[src/rtl/conv_frame_sequencer.sv]
// rtl/conv_frame_sequencer.sv - frame sequencer for the 3x3 line-buffer convolution datapath
module conv_frame_sequencer #(
  parameter int WORD_SIZE = 8,
  parameter int ROW_SIZE  = 540,
  parameter int NUM_ROWS  = 480,
  parameter int DP_LAT    = 4,
  localparam int XW = (ROW_SIZE > 1) ? $clog2(ROW_SIZE) : 1,
  localparam int YW = (NUM_ROWS > 1) ? $clog2(NUM_ROWS) : 1
) (
  input  logic                 clk,
  input  logic                 rst,
  input  logic                 start,
  output logic                 busy,
  output logic                 done,
  input  logic                 in_valid,
  output logic                 in_ready,
  input  logic [WORD_SIZE-1:0] in_pixel,
  output logic                 dp_rst,
  output logic                 dp_en,
  output logic [WORD_SIZE-1:0] dp_pixel,
  input  logic [WORD_SIZE-1:0] dp_result,
  output logic                 out_valid,
  output logic [WORD_SIZE-1:0] out_pixel,
  output logic [XW-1:0]        out_x,
  output logic [YW-1:0]        out_y,
  output logic                 out_border,
  output logic                 out_last
);

  // Step counter spans every enabled datapath step of one frame (feed + flush).
  localparam int SW        = $clog2(ROW_SIZE * NUM_ROWS + ROW_SIZE + DP_LAT + 2);
  localparam int LAT_INT   = ROW_SIZE + 1 + DP_LAT;
  localparam int TOTAL_INT = ROW_SIZE * NUM_ROWS + LAT_INT;

  // First step whose result belongs to raster index 0.
  localparam logic [SW-1:0] LAT_STEPS = SW'(LAT_INT);
  // Step index of the last real pixel accept.
  localparam logic [SW-1:0] FEED_LAST = SW'(ROW_SIZE * NUM_ROWS - 1);
  // Step index of the final flush step; it also carries the last output.
  localparam logic [SW-1:0] STEP_LAST = SW'(TOTAL_INT - 1);
  localparam logic [XW-1:0] X_LAST    = XW'(ROW_SIZE - 1);
  localparam logic [YW-1:0] Y_LAST    = YW'(NUM_ROWS - 1);

  typedef enum logic [2:0] {
    S_IDLE,
    S_CLEAR,
    S_FEED,
    S_FLUSH,
    S_DONE
  } state_t;

  state_t               r_state;
  logic [SW-1:0]        r_s;
  logic [XW-1:0]        r_x;
  logic [YW-1:0]        r_y;
  logic                 r_busy;
  logic                 r_done;
  logic                 r_out_valid;
  logic [WORD_SIZE-1:0] r_out_pixel;
  logic [XW-1:0]        r_out_x;
  logic [YW-1:0]        r_out_y;
  logic                 r_out_border;
  logic                 r_out_last;

  logic w_accept;
  logic w_step;
  logic w_emit;
  logic w_x_last;
  logic w_y_last;
  logic w_border;

  // The step counter doubles as the feed counter: during FEED every step is an accept.
  assign w_accept = (r_state == S_FEED) && in_valid;
  assign w_step   = w_accept || (r_state == S_FLUSH);
  assign w_emit   = w_step && (r_s >= LAT_STEPS);
  assign w_x_last = (r_x == X_LAST);
  assign w_y_last = (r_y == Y_LAST);
  assign w_border = (r_x == '0) || w_x_last || (r_y == '0) || w_y_last;

  assign in_ready   = (r_state == S_FEED);
  assign dp_rst     = (r_state == S_CLEAR);
  assign dp_en      = w_step;
  assign dp_pixel   = w_accept ? in_pixel : '0;
  assign busy       = r_busy;
  assign done       = r_done;
  assign out_valid  = r_out_valid;
  assign out_pixel  = r_out_pixel;
  assign out_x      = r_out_x;
  assign out_y      = r_out_y;
  assign out_border = r_out_border;
  assign out_last   = r_out_last;

  // Frame FSM, step/coordinate counters and the registered output stage.
  always_ff @(posedge clk) begin
    if (rst) begin
      r_state      <= S_IDLE;
      r_s          <= '0;
      r_x          <= '0;
      r_y          <= '0;
      r_busy       <= 1'b0;
      r_done       <= 1'b0;
      r_out_valid  <= 1'b0;
      r_out_pixel  <= '0;
      r_out_x      <= '0;
      r_out_y      <= '0;
      r_out_border <= 1'b0;
      r_out_last   <= 1'b0;
    end else begin
      r_done      <= 1'b0;
      r_out_valid <= 1'b0;

      if (w_step) begin
        r_s <= r_s + SW'(1);
      end

      // Result at this step belongs to the coordinate held in r_x/r_y.
      if (w_emit) begin
        r_out_valid  <= 1'b1;
        r_out_x      <= r_x;
        r_out_y      <= r_y;
        r_out_border <= w_border;
        r_out_pixel  <= w_border ? '0 : dp_result;
        r_out_last   <= w_x_last && w_y_last;
        if (w_x_last) begin
          r_x <= '0;
          r_y <= w_y_last ? '0 : r_y + YW'(1);
        end else begin
          r_x <= r_x + XW'(1);
        end
      end

      case (r_state)
        S_IDLE: begin
          if (start) begin
            r_state <= S_CLEAR;
            r_busy  <= 1'b1;
          end
        end
        S_CLEAR: begin
          r_s     <= '0;
          r_x     <= '0;
          r_y     <= '0;
          r_state <= S_FEED;
        end
        S_FEED: begin
          if (w_accept && (r_s == FEED_LAST)) begin
            r_state <= S_FLUSH;
          end
        end
        S_FLUSH: begin
          if (r_s == STEP_LAST) begin
            r_state <= S_DONE;
          end
        end
        S_DONE: begin
          r_done  <= 1'b1;
          r_busy  <= 1'b0;
          r_state <= S_IDLE;
        end
        default: r_state <= S_IDLE;
      endcase
    end
  end

endmodule

[config.mk]
export PLATFORM = sky130hd
export DESIGN_NAME = conv_frame_sequencer
export DESIGN_NICKNAME = d
export VERILOG_FILES = /design/src/rtl/conv_frame_sequencer.sv
export SDC_FILE = /design/constraint.sdc
export NUM_CORES = 1
export LEC_CHECK = 0
export ABC_CLOCK_PERIOD_IN_PS = 2420
export CAP_MARGIN = 20
export CORE_UTILIZATION = 50
export DETAILED_ROUTE_END_ITERATION = 8
export PLACE_DENSITY_LB_ADDON = 0.3
export SYNTH_ARGS = -nofsm -noshare
export SYNTH_HDL_FRONTEND = slang
export SYNTH_SLANG_ARGS = --single-unit
[constraint.sdc]
create_clock -name clk -period 2.42 [get_ports clk]
set_input_delay 0.242 -clock clk [delete_from_list [all_inputs] [get_ports clk]]
set_output_delay 0.242 -clock clk [all_outputs]
set_load 0.1 [all_outputs]
* Word-level counts from Yosys, hierarchy flattened
Index checks and enable logic that the tools add are counted.
Storage, ports and cells: flip-flop bits (word level) 72
Operators by class: add/sub/neg operators 3, order comparisons 1, equal/unequal tests 11, multiplexer cells 12, reduce and logical (&&, ||, !) cells 16
Operators with widths (number):
- $eq A18 B18 Y1 const B | 2
- $add A18 B1 Y18 const B | 1
- $ge A18 B10 Y1 const B | 1
- $mux W8 | 2
- $pmux W3 S4 | 1
- $add A10 B1 Y10 const B | 1
- $eq A10 B10 Y1 const B | 1
- $logic_not A10 Y1 | 1
- $mux W10 | 1
- $add A9 B1 Y9 const B | 1
- $eq A9 B9 Y1 const B | 1
- $logic_not A9 Y1 | 1
- $mux W3 | 3
- $mux W9 | 1
- $eq A3 B2 Y1 const B | 2
- $logic_and A1 B1 Y1 | 4
- $logic_or A1 B1 Y1 | 4
- $ne A2 B1 Y1 const B | 2
- $reduce_and A2 Y1 | 2
- $eq A3 B1 Y1 const B | 1
- $eq A3 B3 Y1 const B | 1
- $logic_not A3 Y1 | 1
- $mux W1 | 3
- $reduce_and A3 Y1 | 1
- 4 further kinds | 4

* Logic depth before layout (Yosys ltp)
Gate-level depths: netlist of run 1.
word-level depth 5, depth in mapped cells 8

* Worst setup path after synthesis of run 1
No wires, ideal clock.
path kind register to register, start register r_state[0], end register r_s[0], setup time 117 ps, arrival 3709 ps, slack -1406 ps, stages on the path, launching flop included 7, path buffers 3, cell sequence dfxtp_1 > buf_2 > nor3b_1 > or2_2 > clkbuf_1 > buf_2 > nor2_1
Between the ends: elaborated cells between the ends (all ways) 6
RTL lines:
- start, declared | line 52 | state_t r_state;
- start signal, assigned | line 96 | r_state <= S_IDLE;
- start signal, assigned | line 135 | r_state <= S_CLEAR;
- start signal, assigned | line 143 | r_state <= S_FEED;
- $eq A3 B1 Y1
- net dp_rst | line 18 | output logic dp_rst,
- $reduce_or A2 Y1 (no source line)
- end signal, assigned | line 113 | r_s <= r_s + SW'(1);
- end, declared | line 53 | logic [SW-1:0] r_s;
The timed path passes the listed nets, and every way through them passes these cells. A chain may end at the register's enable or synchronous reset.

* Final worst setup path of run 1
start register r_x[0], end register r_y[6]
Between the ends: longest elaborated chain between the ends 2
Ends and longest elaborated chain:
- start, declared | line 54 | logic [XW-1:0] r_x;
- start signal, assigned | line 128 | r_x <= r_x + XW'(1);
- $eq A10 B10 Y1 | line 76 | assign w_x_last = (r_x == X_LAST);
- $reduce_and A2 Y1 (no source line)
- end signal, assigned | line 126 | r_y <= w_y_last ? '0 : r_y + YW'(1);
- end, declared | line 55 | logic [YW-1:0] r_y;
Every way passes these cells.

==> results of run 1 <==
[final cells by class]
class                           count  area, um2
Fill cell                         566       2110
Multi-Input combinational cell    288       1760
Sequential cell                    72       1440
Timing Repair Buffer               71        693
Clock buffer                       11        141
Clock inverter                      5        104
Tap cell                           77       96.3
Inverter                           11       41.3
[critical path, delay by kind of cell (launching register included)]
kind	cells	cell delay (ns)
AND/OR/NAND/NOR	3	0.93
flip-flops	1	0.43
AO/OA/AOI/OAI	2	0.31
adder cells (fa/ha/maj)	1	0.24
buffers and inverters	1	0.20
[report_power, final]
part,switching [W],internal [W],leakage (nW)
Clock,0.000448,0.000713,0.124
Combinational,0.000151,0.0000832,0.810
Sequential,0.0000132,0.00119,0.580
Total,0.000612,0.00199,1.51
[flip-flops by register name, indices dropped and copies added, names as in the netlist]
name	flops
r_x	10
out_x	10
out_valid	1
out_pixel	8
r_y	9
busy	1
r_state	3
done	1
out_y	9
out_last	1
out_border	1
r_s	18
[cell families after synthesis]
group | after synthesis
DFF | 72
adders and majority gates | 7
xor gates and xnor gates | 17
buffers and inverters | 34
and+or+nand+nor | 186
AOI/OAI and AO/OA | 78
[worst paths after layout]
path                    to  cells past startpoint
hold / removal    out_y[6]                      2
setup reg to reg    r_y[6]                      7
hold reg to reg   out_y[6]                      2
setup / recovery    r_y[6]                      7
[placed cells by master (no fill, tap or decap), types with 14 or more instances in the layout]
master and count:
nor2_1 32, a21oi_1 39, nor4_1 14, dfxtp_1 72
clkdlybuf4s50_1 19, buf_4 43, nand2_1 55, nand3_1 20
[metal layers]
| metal | up-vias | share of wire, % | GRT usage, % |
|---|---|---|---|
| li1 | 1520 | - | - |
| met1 | 1400 | 44 | 28.1 |
| met2 | 85 | 49 | 38.5 |
| met3 | 12 | 4.7 | 4.95 |
| met4 | 0 | 2.4 | 12.0 |
| met5 | - | 0 | 0 |
[metrics by stage]
| step | area [um2] | std cells | hold WS [ns] |
|---|---|---|---|
| 2_1_floorplan | 3360 | 394 | 0.375 |
| 3_5_place_dp | 4030 | 519 | 0.447 |
| 5_1_grt | 4270 | 535 | 0.466 |
| 4_1_cts | 4270 | 535 | 0.458 |
| 6_report | 4270 | 535 | 0.454 |
| 3_3_place_gp | 4030 | 519 | 0.442 |
==> key figures, run 1 <==
CTS
  – CTS Buffer Depth: 2
  – Clock sinks: 72
  – Clock Tree Root: clkbuf_8
  – Max H-tree Level: 3
  – CTS Hold Buffers Added: 0
  – # resized after CTS: 0
  – Total CTS buffers: 9
  – Postcts setup bufs: 0
  – CTS tree: yes
  – Clock slew at reported path FFs: 0.08 ns
  – Skew-Pair Late Insertion Delay: 0.35 ns

Min path
  – Hold Crit Start: out_y[6]
  – HP Class: reg2reg

Timing
  – Max-slew violations: 0
  – Fin crit share: 89.5%
  – Tmin final: 2.17 ns
  – Maximum clock frequency: 0.462 GHz
  – Fin worst setup slack: 0.253 ns
  – Slew @ Worst Pin: 0.580 ns
  – TNS Setup: 0 ns
  – RSZ-0062 raised after global routing: false
  – Setup violators final: 0
  – Final Hold Vio Count: 0
  – Slew margin rel.: 61.3%
  – Skew final: 0.00773 ns

Worst setup path
  – CP Cell Sequence: ha_1 -> and4_1 -> and3_1 -> o211ai_4 -> buf_4 -> or3_1 -> a21oi_1
  – Crit. End Element: flop
  – Max incr delay on CP: 0.43 ns
  – Slowest cell on crit path: dfxtp_1
  – Worst setup SP type: flop
  – Worst Setup SP: r_x[0]
  – Worst endpoint required time: 2.71 ns
  – Critical-path maximum fanout: 9
  – CP Data Arrival Time: 2.45 ns
  – Critical path type: reg2reg
  – R2R Setup Slk: 0.25 ns
  – RR Startpoint: r_x[0]

Finish
  – Synthesis-to-finish area growth: 28.0%
  – Core Util, Final: 66.9%
  – Ant diodes: 0
  – Layout cells sized above 1: 18.3%
  – Total Nets Final: 480

Global route
  – GRT Residual Overflow: 0
  – First-pass GRT wire length: 13000 um
  – Overall Global Routing Usage: 23.2%
  – Number of global-route vias before repair: 2841
  – Initial antenna violation count: 0
  – Pin count of the biggest net entering global routing: 31

Synth
  – Ys async rst share: 0%
  – Average size of a mapped cell: 8.48 um2
  – Mux share of post-synthesis cell area: 0%
  – Flops & latches, synth: 72
  – Most frequent cell after synthesis: dfxtp_1
  – Register area share after synthesis: 43.2%
  – Main combinational cell family by area after synthesis: simple AND/OR/NAND/NOR gates
  – Synth top cells by count: dfxtp_1, nand2_1, a21oi_1, nor2_1, nand3_1
  – Synthesis Warnings: 0
  – Total nets after synthesis: 421
  – Gate Count Post-Synth: 394
  – Top-area cell type share of the netlist area: 43.2%
  – EDFF count, synth: 0
  – Post-Synth Simple-Gate Area: 29.7%
  – Compound-Gate Fraction of Synth Area: 15.2%
  – Xor-xnor portion of the synthesized cell area: 4.46%
  – Top cells by area, synth: dfxtp_1, nand2_1, a21oi_1
  – Synth cell types: 52
  – Synth Cell Area: 0.00334 mm2
  – Top_reg_cell synth: dfxtp_1
  – Yosys top cell by area: dfxtp_1
  – Post-synthesis adder-cell area fraction: 2.62%

Drt
  – Wire length per cell: 14.1 um
  – Post-route ant nets: 0
  – Wirelength, routed: 7540 um
  – Pre-antenna DRT Iters: 4
  – Post-DR vias/cell: 5.64
  – 1st-iter DRT viols: 133
  – Via count: 3017
  – DRC: 0

Job
  – Max Cap Viol: 0

Floorplan
  – Die area: 0.00701 mm2
  – Row count: 29
  – I/O pins: 63
  – Initial Util: 52.3%
  – Die width: 83.7 um
  – Core Region: 0.00639 mm2
  – DIE HEIGHT: 83.7 um

Place
  – Place WS: 0.272 ns
  – Final GP Congestion: 0.805
  – IO Port Bufs: 62
  – Dpl hpwl: 5290 um

Outcome
  – Status: finished, final reports clean

Power
  – Design Power: 0.00260 W
  – Peak VDD IR: 448 uV
  – Power Density: 608 mW/mm2
  – Leakage: 1.51 nW
(Power assumes the default switching activity.)
==> run 2: changes to the inputs <==
MAX_ROUTING_LAYER = met4   (was unset)
SKIP_LAST_GASP = 1   (was unset)
==> run 2 against run 1 <==
Effect of this change:
- flip-flop and latch count stayed put
- clock-buffer cell count is the same
- global-route usage increased by 0.73 points
- utilization did not move
- sequential power barely moved
- first-iteration DRC count rose by 23%
- maximum frequency increased by 0.21%
- sequential share of layout area unchanged
- worst setup slack improved by 0.0045 ns
- critical path depth unchanged
- largest cell class unchanged
==> key figures, run 2 (synthesis results as in run 1) <==
CTS
  – Max H-tree Level: 3
  – CTS tree: yes
  – CTS Buffer Depth: 2
  – Clock slew at reported path FFs: 0.08 ns
  – Postcts setup bufs: 0
  – Skew-Pair Late Insertion Delay: 0.35 ns
  – Clock sinks: 72
  – # resized after CTS: 0
  – Clock Tree Root: clkbuf_8
  – Total CTS buffers: 9
  – CTS Hold Buffers Added: 0

Worst setup path
  – RR Startpoint: r_x[0]
  – Worst setup SP type: flop
  – Worst Setup SP: r_x[0]
  – Critical path type: reg2reg
  – CP Data Arrival Time: 2.44 ns
  – Reg2reg end: r_y[6]
  – R2R Setup Slk: 0.26 ns
  – Critical-path maximum fanout: 9
  – Worst reg-to-reg path cell count: 7
  – Crit. End Element: flop
  – Worst endpoint required time: 2.70 ns

Timing
  – Slew margin rel.: 61.0%
  – TNS Setup: 0 ns
  – Slew @ Worst Pin: 0.585 ns
  – Max-slew violations: 0
  – Skew final: 0.00554 ns
  – RSZ-0062 raised after global routing: false
  – Setup violators final: 0
  – Final Hold Vio Count: 0
  – Maximum clock frequency: 0.463 GHz
  – Fin crit share: 89.3%
  – Tmin final: 2.16 ns

Finish
  – Largest register FFs: 18
  – Final instance area: 0.00427 mm2
  – Commonest non-fill, non-tap cell in the layout: dfxtp_1
  – Total Nets Final: 480
  – Synthesis-to-finish area growth: 28.0%
  – Ant diodes: 0
  – Largest Register: r_s
  – Multi-input logic area: 0.00176 mm2
  – Commonest cells after routing, fill and taps aside: dfxtp_1, nand2_1, buf_4, a21oi_1, nor2_1
  – Fillers: 566
  – Layout cells sized above 1: 18.3%
  – Flip-flop and latch area: 0.00144 mm2

Floorplan
  – I/O pins: 63
  – Die area: 0.00701 mm2
  – Initial Util: 52.3%
  – Row count: 29
  – DIE HEIGHT: 83.7 um
  – Die width: 83.7 um
  – Core Region: 0.00639 mm2

Power
  – Part of the power in registers: 46.4%
  – Power Density: 607 mW/mm2
  – Gate power share: 9.0%
  – P_sw: 0.000608 W
  – Clk pwr share: 44.6%
  – Internal power: 0.00199 W
  – Sw frac: 23.4%
  – Peak VDD IR: 452 uV
  – Leakage: 1.51 nW

Global route
  – GRT Residual Overflow: 0
  – Pin count of the biggest net entering global routing: 31
  – Initial antenna violation count: 0
  – First-pass GRT wire length: 13000 um
  – Overall Global Routing Usage: 23.9%
  – Number of global-route vias before repair: 2841

Place
  – Dpl hpwl: 5290 um
  – Final GP Congestion: 0.817
  – IO Port Bufs: 62
  – Area after DPL: 0.00403 mm2

Drt
  – Via count: 3031
  – Post-DR vias/cell: 5.67
  – Post-route ant nets: 0
  – Pre-antenna DRT Iters: 4
  – DRC: 0
  – Wire length per cell: 14.0 um
  – Wirelength, routed: 7500 um
  – 1st-iter DRT viols: 163

Min path
  – Hold Crit Start: out_y[0]
  – HP Class: reg2reg
  – Hold depth: 2
  – Worst Hold End: out_y[0]

Job
  – Max Cap Viol: 0

Outcome
  – Status: finished, final reports clean
## run 2: cell counts in the layout (fill, tap and decap cells not counted)
No cell type changed its count.
## run 2: final cells by class
class / count / share of cell area, %
Sequential cell: 72 / 33.7
Timing Repair Buffer: 71 / 16.2
Clock buffer: 11 / 3.31
Multi-Input combinational cell: 288 / 41.1
Tap cell: 77 / 2.25
Inverter: 11 / 0.966
Clock inverter: 5 / 2.43
## run 2: stage by stage
stage / hold WS, ns / utilization [%] / instances / worst slack [ns] / total power (W)
floorplan: 0.375 / - / 394 / 0.128 / 0.00138
global placement: 0.442 / 63.1 / 519 / 0.372 / 0.00146
detailed placement: 0.447 / 63.1 / 519 / 0.272 / 0.00147
CTS: 0.458 / 66.9 / 535 / 0.261 / 0.00262
global route: 0.466 / 66.9 / 535 / 0.0549 / 0.00268
finish: 0.454 / 66.9 / 535 / 0.258 / 0.00259
## run 2: worst max-delay path: stages, from the launching register on
cell	delay (ns)
dfxtp_1	0.42
ha_1	0.24
and4_1	0.24
and3_1	0.34
o211ai_4	0.17
buf_4	0.20
or3_1	0.35
a21oi_1	0.14
## run 2: how the worst max path moves through the flow
stage / depth (start not counted) / slack, ns / to
6_report: 7 / 0.26 / r_y[6]
2_1_floorplan: 6 / 0.13 / r_s[0]
3_3_place_gp: 7 / 0.37 / r_y[6]
5_1_grt: 7 / 0.05 / out_pixel[3]
4_1_cts: 8 / 0.26 / r_y[6]
3_5_place_dp: 8 / 0.27 / r_y[6]
## run 2: layer usage
metal | GRT usage (%) | part of all wire (%) | up-vias
li1 | - | - | 1521
met1 | 28.7 | 44 | 1423
met2 | 38.4 | 49 | 75
met3 | 6.53 | 4.5 | 12
met4 | 8.78 | 1.7 | 0
met5 | - | 0 | -
## run 2: power by group through the flow
stage	Combinational (W)	Sequential, W	Clock, W
global route	0.000248	0.00120	0.00123
detailed placement	0.000235	0.00123	0
CTS	0.000236	0.00120	0.00118
global placement	0.000232	0.00123	0
floorplan	0.000144	0.00124	0
finish	0.000235	0.00120	0.00116
